File: src/rtl/imm_encoder_pkg.sv
// Shared ImmSel encoding (same codes as ImmGen and the decoder) plus a
// sign-extension range helper used by the immediate range checks.
package imm_encoder_pkg;

  localparam logic [2:0] IMM_I     = 3'd0;
  localparam logic [2:0] IMM_SHAMT = 3'd1;
  localparam logic [2:0] IMM_S     = 3'd2;
  localparam logic [2:0] IMM_B     = 3'd3;
  localparam logic [2:0] IMM_U     = 3'd4;
  localparam logic [2:0] IMM_UPC   = 3'd5;
  localparam logic [2:0] IMM_J     = 3'd6;
  localparam logic [2:0] IMM_I2    = 3'd7;

  // True when v[31:lsb] are all equal, i.e. v fits as a signed (lsb+1)-bit value.
  function automatic logic sext_ok(input logic [31:0] v, input logic [4:0] lsb);
    logic [31:0] sh;
    sh = $unsigned($signed(v) >>> lsb);
    return (sh == 32'h0000_0000) || (sh == 32'hFFFF_FFFF);
  endfunction

endpackage

File: src/rtl/imm_encoder_field_pack.sv
// Combinational immediate scatter: for each ImmSel, the inst bits the
// immediate owns (mask), the immediate already placed there (field), and err.
module imm_field_pack
  import imm_encoder_pkg::*;
(
  input  logic [2:0]  immsel,
  input  logic [31:0] imm,
  output logic [31:0] mask,
  output logic [31:0] field,
  output logic        err
);

  // Per-format mask, scattered field and range/alignment check.
  always_comb begin
    mask  = 32'h0000_0000;
    field = 32'h0000_0000;
    err   = 1'b0;
    case (immsel)
      IMM_I, IMM_I2: begin
        mask  = 32'hFFF0_0000;
        field = {imm[11:0], 20'h0_0000};
        err   = !sext_ok(imm, 5'd11);
      end
      IMM_SHAMT: begin
        mask  = 32'h01F0_0000;
        field = {7'h00, imm[4:0], 20'h0_0000};
        err   = |imm[31:5];
      end
      IMM_S: begin
        mask  = 32'hFE00_0F80;
        field = {imm[11:5], 13'h0000, imm[4:0], 7'h00};
        err   = !sext_ok(imm, 5'd11);
      end
      IMM_B: begin
        mask  = 32'hFE00_0F80;
        field = {imm[12], imm[10:5], 13'h0000, imm[4:1], imm[11], 7'h00};
        err   = !sext_ok(imm, 5'd12) || imm[0];
      end
      IMM_U, IMM_UPC: begin
        mask  = 32'hFFFF_F000;
        field = {imm[31:12], 12'h000};
        err   = |imm[11:0];
      end
      IMM_J: begin
        mask  = 32'hFFFF_F000;
        field = {imm[20], imm[10:1], imm[11], imm[19:12], 12'h000};
        err   = !sext_ok(imm, 5'd20) || imm[0];
      end
      default: begin
        mask  = 32'h0000_0000;
        field = 32'h0000_0000;
        err   = 1'b0;
      end
    endcase
  end

endmodule

File: src/rtl/imm_encoder.sv
// Immediate encoder: S1 packs and range-checks the immediate, S2 merges it
// into the base word and presents it with a streaming byte address.
module imm_encoder #(
  parameter int ADDR_W   = 12,
  parameter int ERRCNT_W = 8
) (
  input  logic                clk,
  input  logic                rst_n,
  input  logic                in_valid,
  output logic                in_ready,
  input  logic [31:0]         in_base,
  input  logic [2:0]          in_immsel,
  input  logic [31:0]         in_imm,
  output logic                out_valid,
  input  logic                out_ready,
  output logic [31:0]         out_inst,
  output logic                out_err,
  output logic [ADDR_W-1:0]   out_addr,
  input  logic                addr_clr,
  output logic [ERRCNT_W-1:0] err_cnt
);
  import imm_encoder_pkg::*;

  localparam logic [ADDR_W-1:0]   ADDR_STEP = ADDR_W'(3'd4);
  localparam logic [ERRCNT_W-1:0] CNT_ONE   = ERRCNT_W'(1'b1);
  localparam logic [ERRCNT_W-1:0] CNT_MAX   = {ERRCNT_W{1'b1}};

  logic [31:0]         pack_mask_s, pack_field_s;
  logic                pack_err_s;
  logic                s1_v_r, s1_err_r;
  logic [31:0]         s1_base_r, s1_mask_r, s1_field_r;
  logic                s2_v_r, out_err_r, clr_pend_r;
  logic [31:0]         out_inst_r;
  logic [ADDR_W-1:0]   addr_r;
  logic [ERRCNT_W-1:0] err_cnt_r;
  logic                s1_ld_s, s2_ld_s, out_xfer_s;

  imm_field_pack u_pack (
    .immsel (in_immsel),
    .imm    (in_imm),
    .mask   (pack_mask_s),
    .field  (pack_field_s),
    .err    (pack_err_s)
  );

  assign s2_ld_s    = !s2_v_r || out_ready;
  assign s1_ld_s    = !s1_v_r || s2_ld_s;
  assign out_xfer_s = s2_v_r && out_ready;

  assign in_ready  = s1_ld_s;
  assign out_valid = s2_v_r;
  assign out_inst  = out_inst_r;
  assign out_err   = out_err_r;
  assign out_addr  = addr_r;
  assign err_cnt   = err_cnt_r;

  // S1: capture base and the packed immediate when the stage can advance.
  always_ff @(posedge clk or negedge rst_n) begin
    if (!rst_n) begin
      s1_v_r     <= 1'b0;
      s1_err_r   <= 1'b0;
      s1_base_r  <= 32'h0000_0000;
      s1_mask_r  <= 32'h0000_0000;
      s1_field_r <= 32'h0000_0000;
    end else if (s1_ld_s) begin
      s1_v_r <= in_valid;
      if (in_valid) begin
        s1_err_r   <= pack_err_s;
        s1_base_r  <= in_base;
        s1_mask_r  <= pack_mask_s;
        s1_field_r <= pack_field_s;
      end
    end
  end

  // S2: merge field into base; payload holds while stalled.
  always_ff @(posedge clk or negedge rst_n) begin
    if (!rst_n) begin
      s2_v_r     <= 1'b0;
      out_inst_r <= 32'h0000_0000;
      out_err_r  <= 1'b0;
    end else if (s2_ld_s) begin
      s2_v_r <= s1_v_r;
      if (s1_v_r) begin
        out_inst_r <= (s1_base_r & ~s1_mask_r) | s1_field_r;
        out_err_r  <= s1_err_r;
      end
    end
  end

  // Address and error count advance on output transfers. A clear that arrives
  // while a word is stalled on the output is deferred so that word's address
  // stays stable; the following word then starts at 0.
  always_ff @(posedge clk or negedge rst_n) begin
    if (!rst_n) begin
      addr_r     <= '0;
      clr_pend_r <= 1'b0;
      err_cnt_r  <= '0;
    end else begin
      if (out_xfer_s) begin
        addr_r     <= (addr_clr || clr_pend_r) ? '0 : addr_r + ADDR_STEP;
        clr_pend_r <= 1'b0;
      end else if (addr_clr) begin
        if (s2_v_r) begin
          clr_pend_r <= 1'b1;
        end else begin
          addr_r <= '0;
        end
      end
      if (out_xfer_s && out_err_r && (err_cnt_r != CNT_MAX)) begin
        err_cnt_r <= err_cnt_r + CNT_ONE;
      end
    end
  end

endmodule

File: config.mk
export PLATFORM = sky130hd
export DESIGN_NAME = imm_encoder
export DESIGN_NICKNAME = d
export VERILOG_FILES = /design/src/rtl/imm_encoder_pkg.sv /design/src/rtl/imm_encoder_field_pack.sv /design/src/rtl/imm_encoder.sv
export SDC_FILE = /design/constraint.sdc
export NUM_CORES = 1
export LEC_CHECK = 0
export ABC_AREA = 1
export CAP_MARGIN = 20
export CORE_UTILIZATION = 40
export DETAILED_ROUTE_END_ITERATION = 8
export GPL_TIMING_DRIVEN = 0
export PLACE_DENSITY = 0.66
export SLEW_MARGIN = 20
export SYNTH_ARGS = -nofsm -noshare
export SYNTH_HDL_FRONTEND = slang
export SYNTH_SLANG_ARGS = --single-unit
File: constraint.sdc
create_clock -name clk -period 1.7 [get_ports clk]
set_input_delay 0.17 -clock clk [delete_from_list [all_inputs] [get_ports clk]]
set_output_delay 0.17 -clock clk [all_outputs]
set_load 0.1 [all_outputs]
==> impl_metrics.tcl <==
set metrics [dict create \
    outcome "completed" \
    ys_seq_area_frac 0.536 \
    area_growth_pct 39.9 \
    cp_data_arrival_time_ps 1430 \
    root_buffer "clkbuf_16" \
    antenna_cells 0 \
    hold_violations 0 \
    viasPerCell 4.85 \
    cp.required_ps 1530 \
    postSynthAreaPerCell_um2 8.35 \
    worst_setup_path_start_kind "register" \
    io_pins 127 \
    cts_max_path_buffers 2 \
    timing.final.ws_setup_ps 98.0 \
    grt_max_degree 75 \
    grtUsageTotal 0.210 \
    synthCells 649 \
    max_slew.worst_pin.slew_ps 574 \
    cap_violations 0 \
    cp-end-kind "output port" \
    yosysWarnings 0 \
    initialDrtViolationCount 274 \
    row_count 42 \
    peakVddDrop_v 0.000779 \
    ant_nets 0 \
    die_w_um 118 \
    layout.cells.non_filler 983 \
    worstSkewPairLatency_ps 410 \
    cts_made_buffers 17 \
    clk_pin_slew_ps 50 \
    drt_first_pass_iters 4 \
    fmax_ghz 0.624 \
    slew_headroom 0.619 \
    antenna_found_initial 0 \
    hold_path_class "in2async" \
    grt_pass1_wl_um 23000 \
    overflow 0 \
    cts_sinks 116 \
    drt_wl_total_um 13600 \
    drc 0 \
    place_congestion 0.881 \
    num-fill-cells 1222 \
    critPathMaxFanout 5 \
    ys_seq_elements 116 \
    cts_tree "done" \
    setup_viol 0 \
    grt_pass1_vias 4749 \
    final-max-slew-violation-count 0 \
    yosys.cell_types.count 37 \
    drive_gt1_frac 0.178 \
    power.density_nw_per_um2 1490 \
    leakagePower_nw 3.60 \
    vias 4767 \
    die-area_um2 14000 \
    holdWs_ps 241 \
    io_buffers 124 \
    core_region_area_um2 13200 \
    clock_skew_ps 5.56 \
    min_period_ps 1600 \
    place_ws_ps -550 \
    cts_max_level 4 \
    seqCellArea_um2 2930 \
    rsz0062_at_grt "false" \
    dpl.hpwl_um 10100 \
    dp_cells 951 \
    wl_per_cell_um 13.8 \
    fin_nets 869 \
    final.period_utilization 0.942 \
    multiInputGateArea_um2 1990 \
    syn_area_um2 5420 \
    critPathKind "reg2out" \
    start_util 0.409 \
    die_y_um 118 \
]
cells in the mapped netlist (all sizes together):
cell    number  area (um^2)
nor3         4         36.3
xor2         4         35.0
a22o         1         8.76
conb         1         3.75
nor4         1         6.26
a32oi        1         8.76
ha           2         25.0
o21ai       89          449
o32ai        1         8.76
clkbuf       1         3.75
inv        106          400
a21boi       1         7.51
nor2        43          199
nand3       34          185
buf         19          149
mux2         1         11.3
xnor2        3         26.3
nand4        3         18.8
nand2      187          746
dfrtp      116         2900
a21oi       13         65.1
o22ai       10         62.6
a22oi        8         60.1
layout by cell type (no fill, tap or decap), drive strengths merged:
cell type	instances
o22ai	10
a21oi	13
a22o	1
o21ai	89
nand3	34
nor4	1
nor2	43
clkdlybuf4s15	52
xnor2	3
o32ai	1
nor3	4
a22oi	8
clkinv	4
inv	106
ha	2
nand2	187
clkdlybuf4s50	70
dlygate4sd3	1
mux2	1
conb	2
buf	22
a32oi	1
xor2	4
clkbuf	28
a21boi	1
nand4	3
dfrtp	116
metrics by stage:
step	power (mW)	setup TNS, ps	area (um^2)	util
final	11.3	0	7580	0.572
after global routing	11.8	0	7580	0.572
after CTS	11.4	0	7580	0.572
after detailed placement	8.25	-1600	6970	0.526
after global placement	8.18	-459100	6940	0.524
after floorplan	6.98	-88.0	5480	-
worst paths after layout:
path | endpoint | slack [ps] | depth (start not counted) | startpoint
min in group clk | s1_base_r[6] | 310 | 3 | in_base[6]
hold / removal | s1_base_r[6] | 240 | 2 | rst_n
max in group asynchronous | err_cnt[0] | 760 | 3 | rst_n
setup / recovery | in_ready | 100 | 4 | out_valid
setup reg to reg | err_cnt[1] | 130 | 6 | err_cnt[0]
hold reg to reg | out_inst[8] | 470 | 2 | out_inst[8]
flip-flops by register name (all words and copies together), names as in the netlist:
register    flops
out_inst       32
s1_err_r        1
err_cnt         8
s1_base_r      32
out_err         1
out_addr       10
s1_mask_r       4
out_valid       1
clr_pend_r      1
s1_field_r     25
s1_v_r          1
logic make-up after synthesis:
logic type                 after synthesis  share of synthesized area
AOI/OAI and AO/OA                      124                      0.124
muxes                                    1                    0.00208
adders and majority gates                2                    0.00462
other                                    1                   0.000692
DFF                                    116                      0.536
xor gates and xnor gates                 7                     0.0113
and+or+nand+nor                        272                      0.220
buffers and inverters                  126                      0.102
metal layers:
metal  wire (um)  part of all wire  up-vias  GRT usage
li1            -                 -     2332          -
met1        6090              0.45     2268      0.275
met2        6520              0.48      152      0.344
met3         770             0.057       15     0.0526
met4         194             0.014        0     0.0665
met5           0                 0        -          0
layout make-up:
| class | instances | area share |
|---|---|---|
| Buffer | 20 | 0.0201 |
| Inverter | 106 | 0.0528 |
| Timing Repair Buffer | 126 | 0.177 |
| Multi-Input combinational cell | 408 | 0.262 |
| Tap cell | 176 | 0.0290 |
| Clock inverter | 4 | 0.00264 |
| Clock buffer | 27 | 0.0690 |
| Sequential cell | 116 | 0.387 |
power breakdown:
part | switching, mW | leakage, nW | internal, mW
Sequential | 0.332 | 1.42 | 3.33
Combinational | 3.40 | 1.91 | 1.02
Clock | 1.14 | 0.273 | 2.07
Total | 4.88 | 3.60 | 6.43
critical path, stage by stage (launching register included):
cell     delay (ps)
dfrtp_4         500
inv_2            90
nor2_4           50
nand2_8          80
buf_4           290
what timing repair did:
action	in CTS	in global routing
pin swaps	0	0
gates resized for setup	162	1
hold endpoints to repair	42	0
hold buffers	1	0
endpoints found under the setup margin	53	1
buffers inserted	0	0
Note: power is estimated with default switching activity, not from simulation.
